--- config.mk ---
export PLATFORM = sky130hd
export DESIGN_NAME = decade_down_counter
export DESIGN_NICKNAME = d
export VERILOG_FILES = /design/src/rtl/decade_down_counter_pkg.sv /design/src/rtl/decade_down_counter_digit.sv /design/src/rtl/decade_down_counter.sv
export SDC_FILE = /design/constraint.sdc
export NUM_CORES = 1
export LEC_CHECK = 0
export ABC_AREA = 1
export CAP_MARGIN = 20
export CORE_AREA = 10 10 47 49
export CTS_CLUSTER_SIZE = 10
export DETAILED_ROUTE_END_ITERATION = 12
export DIE_AREA = 0 0 57 59
export GPL_ROUTABILITY_DRIVEN = 1
export PLACE_DENSITY_LB_ADDON = 0.3
export SETUP_SLACK_MARGIN = 0.4
export SLEW_MARGIN = 15
export SYNTH_ARGS = -nofsm -noshare
export SYNTH_HDL_FRONTEND = slang
export SYNTH_SLANG_ARGS = --single-unit
--- constraint.sdc ---
create_clock -name x -period 2.29 [get_ports x]
set_input_delay 0.3435 -clock x [delete_from_list [all_inputs] [get_ports x]]
set_output_delay 0.3435 -clock x [all_outputs]
set_load 0.03 [all_outputs]
--- src/rtl/decade_down_counter_pkg.sv ---
// Shared BCD constants and helpers for the decade counter family.
package decade_down_counter_pkg;

    localparam logic [3:0] BCD_MAX  = 4'd9;
    localparam logic [3:0] BCD_ZERO = 4'd0;

    // Non-decimal nibbles (A..F) clamp to the largest digit.
    function automatic logic [3:0] bcd_sat(input logic [3:0] v);
        return (v > BCD_MAX) ? BCD_MAX : v;
    endfunction

    function automatic logic [3:0] bcd_dec(input logic [3:0] v);
        return (v == BCD_ZERO) ? BCD_MAX : v - 4'd1;
    endfunction

endpackage

--- src/rtl/decade_down_counter_digit.sv ---
// One BCD digit of the down counter with its borrow output.
module bcd_down_digit
    import decade_down_counter_pkg::*;
(
    input  logic       x,
    input  logic       reset,
    input  logic       load,
    input  logic [3:0] din,
    input  logic       bin,
    output logic [3:0] q,
    output logic       bout_d
);

    always_ff @(posedge x) begin
        if (!reset) begin
            q <= BCD_ZERO;
        end else if (load) begin
            q <= bcd_sat(din);
        end else if (bin) begin
            q <= bcd_dec(q);
        end
    end

    assign bout_d = bin & (q == BCD_ZERO);

endmodule

--- src/rtl/decade_down_counter.sv ---
// Cascadable multi-digit BCD down counter with preset load.
module decade_down_counter
    import decade_down_counter_pkg::*;
#(
    parameter int DIGITS = 2
) (
    input  logic                  x,
    input  logic                  reset,
    input  logic                  load,
    input  logic                  en,
    input  logic [4*DIGITS-1:0]   d,
    output logic [4*DIGITS-1:0]   z,
    output logic                  zero,
    output logic                  bout
);

    logic [DIGITS:0] borrow;

    assign borrow[0] = en;

    // Borrow ripples upward: a digit steps only when all below are zero.
    for (genvar i = 0; i < DIGITS; i++) begin : g_digit
        bcd_down_digit u_digit (
            .x      (x),
            .reset  (reset),
            .load   (load),
            .din    (d[4*i +: 4]),
            .bin    (borrow[i]),
            .q      (z[4*i +: 4]),
            .bout_d (borrow[i+1])
        );
    end

    assign zero = (z == '0);
    assign bout = borrow[DIGITS] & ~load;

endmodule
==> results.sh, run 1 <==
export IMPL_run_status="completed"
export IMPL_die_w_um=57
export IMPL_synth_top_family_by_area="simple AND/OR/NAND/NOR gates"
export IMPL_grt_overflow=0
export IMPL_max_vdd_ir_drop_v=0.000281
export IMPL_cp_start_kind="primary input"
export IMPL_relSlewSlack_pct=79.0
export IMPL_synth_edf_count=0
export IMPL_portBuffers=21
export IMPL_hold_viol_final=0
export IMPL_wl_um=1600
export IMPL_netlist_area_leader_share_pct=27.6
export IMPL_tightestPinTransition_ns=0.313
export IMPL_chipHeight_um=59
export IMPL_cts_root_buf="clkbuf_4"
export IMPL_hpwlAfterDp_um=1280
export IMPL_ioPinCount=22
export IMPL_setup_tns_ns=0
export IMPL_cts_setup_buffers=0
export IMPL_synth_compound_area_share_pct=15.9
export IMPL_diodes=0
export IMPL_grt_max_degree=15
export IMPL_grt_use_total_pct=9.71
export IMPL_crit_path_max_fanout=3
export IMPL_postLayoutCellArea_sq_um=823
export IMPL_layout_drive_gt1_share_pct=16.1
export IMPL_r2r_end="g_digit[1].u_digit.q[1]"
export IMPL_maxCapViolations=0
export IMPL_netlist_area_sq_um=581
export IMPL_clock_skew_ns=0.00394
export IMPL_clock_latency_ns=0.26
export IMPL_yosys_area_share_xor_xnor_pct=0
export IMPL_clkTransAtPathRegs_ns=0.06
export IMPL_rsz0062_at_grt="false"
export IMPL_yosys_area_share_simple_pct=46.8
export IMPL_ys_warn_count=0
export IMPL_synth_ff_type="dfxtp_1"
export IMPL_leakage_nw=0.376
export IMPL_synth_top_cells_by_area="dfxtp_1, nand2_1, nor2_1, o21ai_0, inv_1"
export IMPL_start_util_pct=41.4
export IMPL_reg2reg_from="g_digit[0].u_digit.q[0]"
export IMPL_cts_inserted_buffers=3
export IMPL_cpMaxStageDelayCell="clkdlybuf4s50_1"
export IMPL_p_per_area_mw_per_mm2=586
export IMPL_vias=669
export IMPL_seq_area_sq_um=160
export IMPL_min_period_ns=1.77
export IMPL_synthTopCellsByCount="nand2_1, nor2_1, inv_1"
export IMPL_clockBufferDepth=2
export IMPL_syn_to_final_growth_pct=41.8
export IMPL_fill_cells=144
export IMPL_crit_cells=4
export IMPL_slowest_delay_ns=0.55
export IMPL_core_area_sq_mm=0.00140
export IMPL_syn_area_per_cell_sq_um=6.11
export IMPL_critPathBufInv=3
export IMPL_post_route_util_pct=58.8
export IMPL_wl_per_cell_um=12.0
export IMPL_ys_seq_elements=8
export IMPL_max_freq_ghz=0.564
export IMPL_first_pass_iters=4
export IMPL_critPathTopFamily="buffers and inverters"
export IMPL_drt_initial_drc_count=22
export IMPL_multi_input_area_sq_um=373
export IMPL_hold_class="flip-flop to flip-flop"
export IMPL_grt_pass1_wl_um=2590
export IMPL_synthCells=95
export IMPL_min_path_cells=2
export IMPL_crit_required_ns=1.95
export IMPL_yosysTopAreaCell="dfxtp_1"
export IMPL_min_period_over_period_pct=77.5
export IMPL_gp_congestion=0.857
export IMPL_drc=0
export IMPL_cp_endpoint="bout"
export IMPL_drv_slew=0
export IMPL_nets=132
export IMPL_synth_nets=107
export IMPL_cts_tree="yes"
export IMPL_placed_area_sq_um=803
export IMPL_crit_arrival_ns=1.43
export IMPL_synth_cell_types=19
export IMPL_yosysMostFrequentCell="nand2_1"
export IMPL_rrSetupSlack_ns=1.22
export IMPL_criticalPathCategory="primary input to primary output"
export IMPL_placementRows=14
export IMPL_vias_per_cell=4.99
export IMPL_critPathCaptureType="primary output"
export IMPL_ant_nets=0
export IMPL_crit_start="en"
export IMPL_top_register="g_digit.u_digit.q"
export IMPL_path_cells="clkdlybuf4s50_1 > inv_1 > nor4_2 > buf_4"
export IMPL_dieArea_sq_mm=0.00336
export IMPL_htree_levels=1
export IMPL_synthAdderAreaFrac_pct=0
export IMPL_largest_reg_flops=8
export IMPL_synthMuxAreaShare_pct=0
export IMPL_first_global_vias=633
export IMPL_setup_viol=0
export IMPL_clkSinkCount=8
export IMPL_async_reset_ff_share_pct=0
export IMPL_rr_worst_depth=6
export IMPL_yosysSeqAreaShare_pct=27.6
export IMPL_antenna_found_initial=0
export IMPL_top_regs="g_digit.u_digit.q: 8 flops"
cell type report:
| cell class | instances | area share [%] |
|---|---|---|
| multi-input cells | 74 | 45.3 |
| repair buffers | 21 | 24.6 |
| flip-flops and latches | 8 | 19.5 |
| inverters | 12 | 5.47 |
| clock buffers | 3 | 2.74 |
| well taps | 16 | 2.43 |
routing by layer:
metal	global-route usage, %	vias up	part of all wire (%)
met2	15.7	17	47
li1	-	352	-
met4	7.05	0	1.8
met1	10.2	294	46
met5	0	-	0
met3	3.65	6	5.2
cell usage in the layout (no fill, tap or decap):
| cell type | synthesis | routed |
|---|---|---|
| a21oi_1 | 5 | 5 |
| a21oi_2 | 2 | 2 |
| buf_4 | 0 | 1 |
| clkbuf_2 | 0 | 1 |
| clkbuf_4 | 0 | 3 |
| clkdlybuf4s50_1 | 0 | 19 |
| clkinv_1 | 1 | 1 |
| dfxtp_1 | 8 | 8 |
| inv_1 | 9 | 9 |
| inv_2 | 2 | 2 |
| nand2_1 | 30 | 30 |
| nand2_2 | 2 | 2 |
| nand3_1 | 5 | 5 |
| nand3_2 | 2 | 2 |
| nand3_4 | 1 | 1 |
| nand4_1 | 2 | 2 |
| nor2_1 | 11 | 10 |
| nor2_2 | 2 | 3 |
| nor2_4 | 1 | 1 |
| nor4_2 | 0 | 1 |
| o21ai_0 | 8 | 8 |
| o21ai_1 | 2 | 2 |
repair_timing:
| item | CTS | global route |
|---|---|---|
| hold buffers | 0 | 0 |
| setup endpoints to repair | 1 | 2 |
| gates resized for setup | 1 | 3 |
worst reg2reg max path, stage by stage, from the launching register on:
cell and delay, ns:
dfxtp_1 0.37, nor2_4 0.19, nand2_2 0.11, nand2_1 0.07, nand2_1 0.08, nor2_1 0.11
nor2_1 0.04
worst min path at each step:
stage	slack [ns]	to	start
floorplan	0.47	g_digit[1].u_digit.q[3]	reset
global placement	0.52	g_digit[1].u_digit.q[0]	g_digit[1].u_digit.q[0]
detailed placement	0.53	g_digit[1].u_digit.q[0]	g_digit[1].u_digit.q[0]
CTS	0.54	g_digit[1].u_digit.q[0]	g_digit[1].u_digit.q[0]
global route	0.59	g_digit[1].u_digit.q[0]	g_digit[1].u_digit.q[0]
finish	0.55	g_digit[1].u_digit.q[0]	g_digit[1].u_digit.q[0]
logic make-up (layout without fill, tap and decap cells):
logic type	Yosys count	in the layout
flops	8	8
compound gates	17	17
simple gates	57	57
buf+inv	13	36
where the power goes:
group / total, mW / switching [mW] / internal [mW]
sequential: 0.173 / 0.0195 / 0.153
combinational: 0.192 / 0.114 / 0.0789
clock: 0.117 / 0.0565 / 0.0606
through the flow:
stage	std cells	power, mW	hold slack (ns)	worst slack (ns)
after floorplan	95	0.297	0.467	0.547
after global placement	131	0.367	0.521	0.481
after detailed placement	131	0.370	0.528	0.455
after CTS	134	0.488	0.540	0.433
after global routing	134	0.515	0.588	0.421
final	134	0.482	0.552	0.516
No activity file was read; power rests on OpenSTA's default activity.
==> run 2, diff against run 1 <==
- CORE_AREA: 10 10 47 49 -> not set
- CORE_MARGIN: not set -> 10
- CORE_UTILIZATION: not set -> 38
- DIE_AREA: 0 0 57 59 -> not set
- clock period: 2.29 -> 1.4 ns (I/O delays scaled with it)
==> results.sh, run 2 (synthesis gave the netlist of run 1 again) <==
export IMPL_run_status="finished with violations"
export IMPL_violations="setup timing"
export IMPL_p_per_area_mw_per_mm2=875
export IMPL_nets=153
export IMPL_top_register="g_digit.u_digit.q"
export IMPL_clock_skew_ns=0.0137
export IMPL_hold_class="flip-flop to flip-flop"
export IMPL_max_vdd_ir_drop_v=0.000616
export IMPL_drt_initial_drc_count=30
export IMPL_path_cells="nor2_4 > nand2_4 > nor4_4 > buf_6"
export IMPL_clkSinkCount=8
export IMPL_antenna_found_initial=0
export IMPL_min_period_over_period_pct=105
export IMPL_layout_commonest_cell="nand2_1"
export IMPL_pwr_share_comb_pct=50.6
export IMPL_setup_viol=2
export IMPL_slowest_delay_ns=0.36
export IMPL_drv_slew=0
export IMPL_post_route_util_pct=78.0
export IMPL_hpwlAfterDp_um=1450
export IMPL_core_area_sq_mm=0.00147
export IMPL_mostFrequentLayoutCells="nand2_1, buf_6, buf_4"
export IMPL_hold_viol_final=0
export IMPL_clock_latency_ns=0.27
export IMPL_maxCapViolations=0
export IMPL_rr_worst_depth=9
export IMPL_cp_start_kind="flip-flop"
export IMPL_drc=0
export IMPL_syn_to_final_growth_pct=97.6
export IMPL_leakage_nw=0.543
export IMPL_grt_use_total_pct=12.7
export IMPL_htree_levels=1
export IMPL_netSwitchingPower_mw=0.398
export IMPL_cts_root_buf="clkbuf_4"
export IMPL_crit_arrival_ns=1.27
export IMPL_rrSetupSlack_ns=0.10
export IMPL_largest_reg_flops=8
export IMPL_ant_nets=0
export IMPL_gp_congestion=0.805
export IMPL_cts_tree="yes"
export IMPL_final_cell_count_no_fill=156
export IMPL_vias=838
export IMPL_critPathBufInv=1
export IMPL_first_pass_iters=4
export IMPL_clockBufferDepth=2
export IMPL_criticalPathCategory="flip-flop to primary output"
export IMPL_grt_max_degree=15
export IMPL_sequentialPowerShare_pct=28.8
export IMPL_vias_per_cell=5.37
export IMPL_start_util_pct=39.5
export IMPL_top_regs="g_digit.u_digit.q: 8 flops"
export IMPL_die_w_um=59.1
export IMPL_dieArea_sq_mm=0.00349
export IMPL_grt_pass1_wl_um=3500
export IMPL_layout_drive_gt1_share_pct=48.6
export IMPL_crit_cells=4
export IMPL_fill_cells=116
export IMPL_wl_per_cell_um=14.3
export IMPL_clock_power_share_pct=20.7
export IMPL_placementRows=14
export IMPL_dp_slack_ns=-0.0961
export IMPL_first_global_vias=791
export IMPL_grt_overflow=0
export IMPL_min_path_cells=2
export IMPL_diodes=0
export IMPL_p_int_mw=0.606
export IMPL_portBuffers=21
export IMPL_ioPinCount=22
export IMPL_wl_um=2230
export IMPL_dpl_cell_count=135
export IMPL_crit_required_ns=1.19
export IMPL_timing_final_ws_setup_ns=-0.0754
export IMPL_cpMaxStageDelayCell="dfxtp_4"
export IMPL_relSlewSlack_pct=75.9
export IMPL_max_freq_ghz=0.678
export IMPL_rsz0062_at_grt="true"
export IMPL_clkTransAtPathRegs_ns=0.07
export IMPL_crit_path_max_fanout=2
export IMPL_critPathTopFamily="simple AND/OR/NAND/NOR gates"
export IMPL_tightestPinTransition_ns=0.361
export IMPL_netSwitchingFraction_pct=39.6
export IMPL_chipHeight_um=59.1
export IMPL_min_period_ns=1.48
export IMPL_cts_inserted_buffers=3
export IMPL_critPathCaptureType="primary output"
[run 2: changes by cell type in the layout (fill, tap and decap cells not counted), sizes merged]
cell           delta
buf              +30
clkdlybuf4s50     -9
dlygate4sd2       +1
[run 2: per-stage QoR]
stage,area (sq um),TNS (ns),power (mW),hold WS (ns)
after detailed placement,887,-0.477,0.645,0.523
final,1150,-0.0778,1.00,0.550
after CTS,1050,-0.126,0.946,0.552
after floorplan,643,0,0.513,0.323
after global routing,1150,-0.154,1.06,0.565
after global placement,887,-0.273,0.640,0.518
[run 2: area by class of cell]
| class | instances | area [sq um] | area share (%) |
|---|---|---|---|
| multi-input cells | 74 | 458 | 39.9 |
| repair buffers | 42 | 405 | 35.3 |
| flip-flops and latches | 8 | 190 | 16.6 |
| inverters | 12 | 47.5 | 4.14 |
| clock buffers | 4 | 26.3 | 2.29 |
| well taps | 16 | 20.0 | 1.74 |
[run 2: worst paths after layout]
kind	startpoint	endpoint
worst min-delay path	g_digit[1].u_digit.q[0]	g_digit[1].u_digit.q[0]
worst min register to register	g_digit[1].u_digit.q[0]	g_digit[1].u_digit.q[0]
worst max-delay path	g_digit[0].u_digit.q[2]	bout
worst max register to register	g_digit[0].u_digit.q[1]	g_digit[1].u_digit.q[2]
[run 2: tightest hold or removal path, delay by kind of cell, from the launching register on]
kind | cells | cell delay, ns
compound gates | 1 | 0.05
flops | 1 | 0.37
simple gates | 1 | 0.09
[run 2: power by group through the flow]
| stage | clock [mW] | combinational (mW) | sequential (mW) |
|---|---|---|---|
| after floorplan | 0 | 0.176 | 0.337 |
| after global placement | 0 | 0.344 | 0.296 |
| after detailed placement | 0 | 0.348 | 0.297 |
| after CTS | 0.213 | 0.442 | 0.292 |
| after global routing | 0.222 | 0.550 | 0.292 |
| final | 0.207 | 0.507 | 0.289 |
[run 2: repair_timing]
item | CTS | global route
cloned | 0 | 0
pin swaps | 7 | 13
gates resized for setup | 75 | 12
setup buffers | 9 | 8
hold buffers | 0 | 0
endpoints found under the setup margin | 18 | 17
[run 2: per-layer routing]
layer	share of wire (%)	GRT usage (%)	up-vias
met5	0	0	-
met1	40	14.1	388
met3	6.1	4.08	10
met2	51	21.0	33
met4	3.4	6.23	0
li1	-	-	407
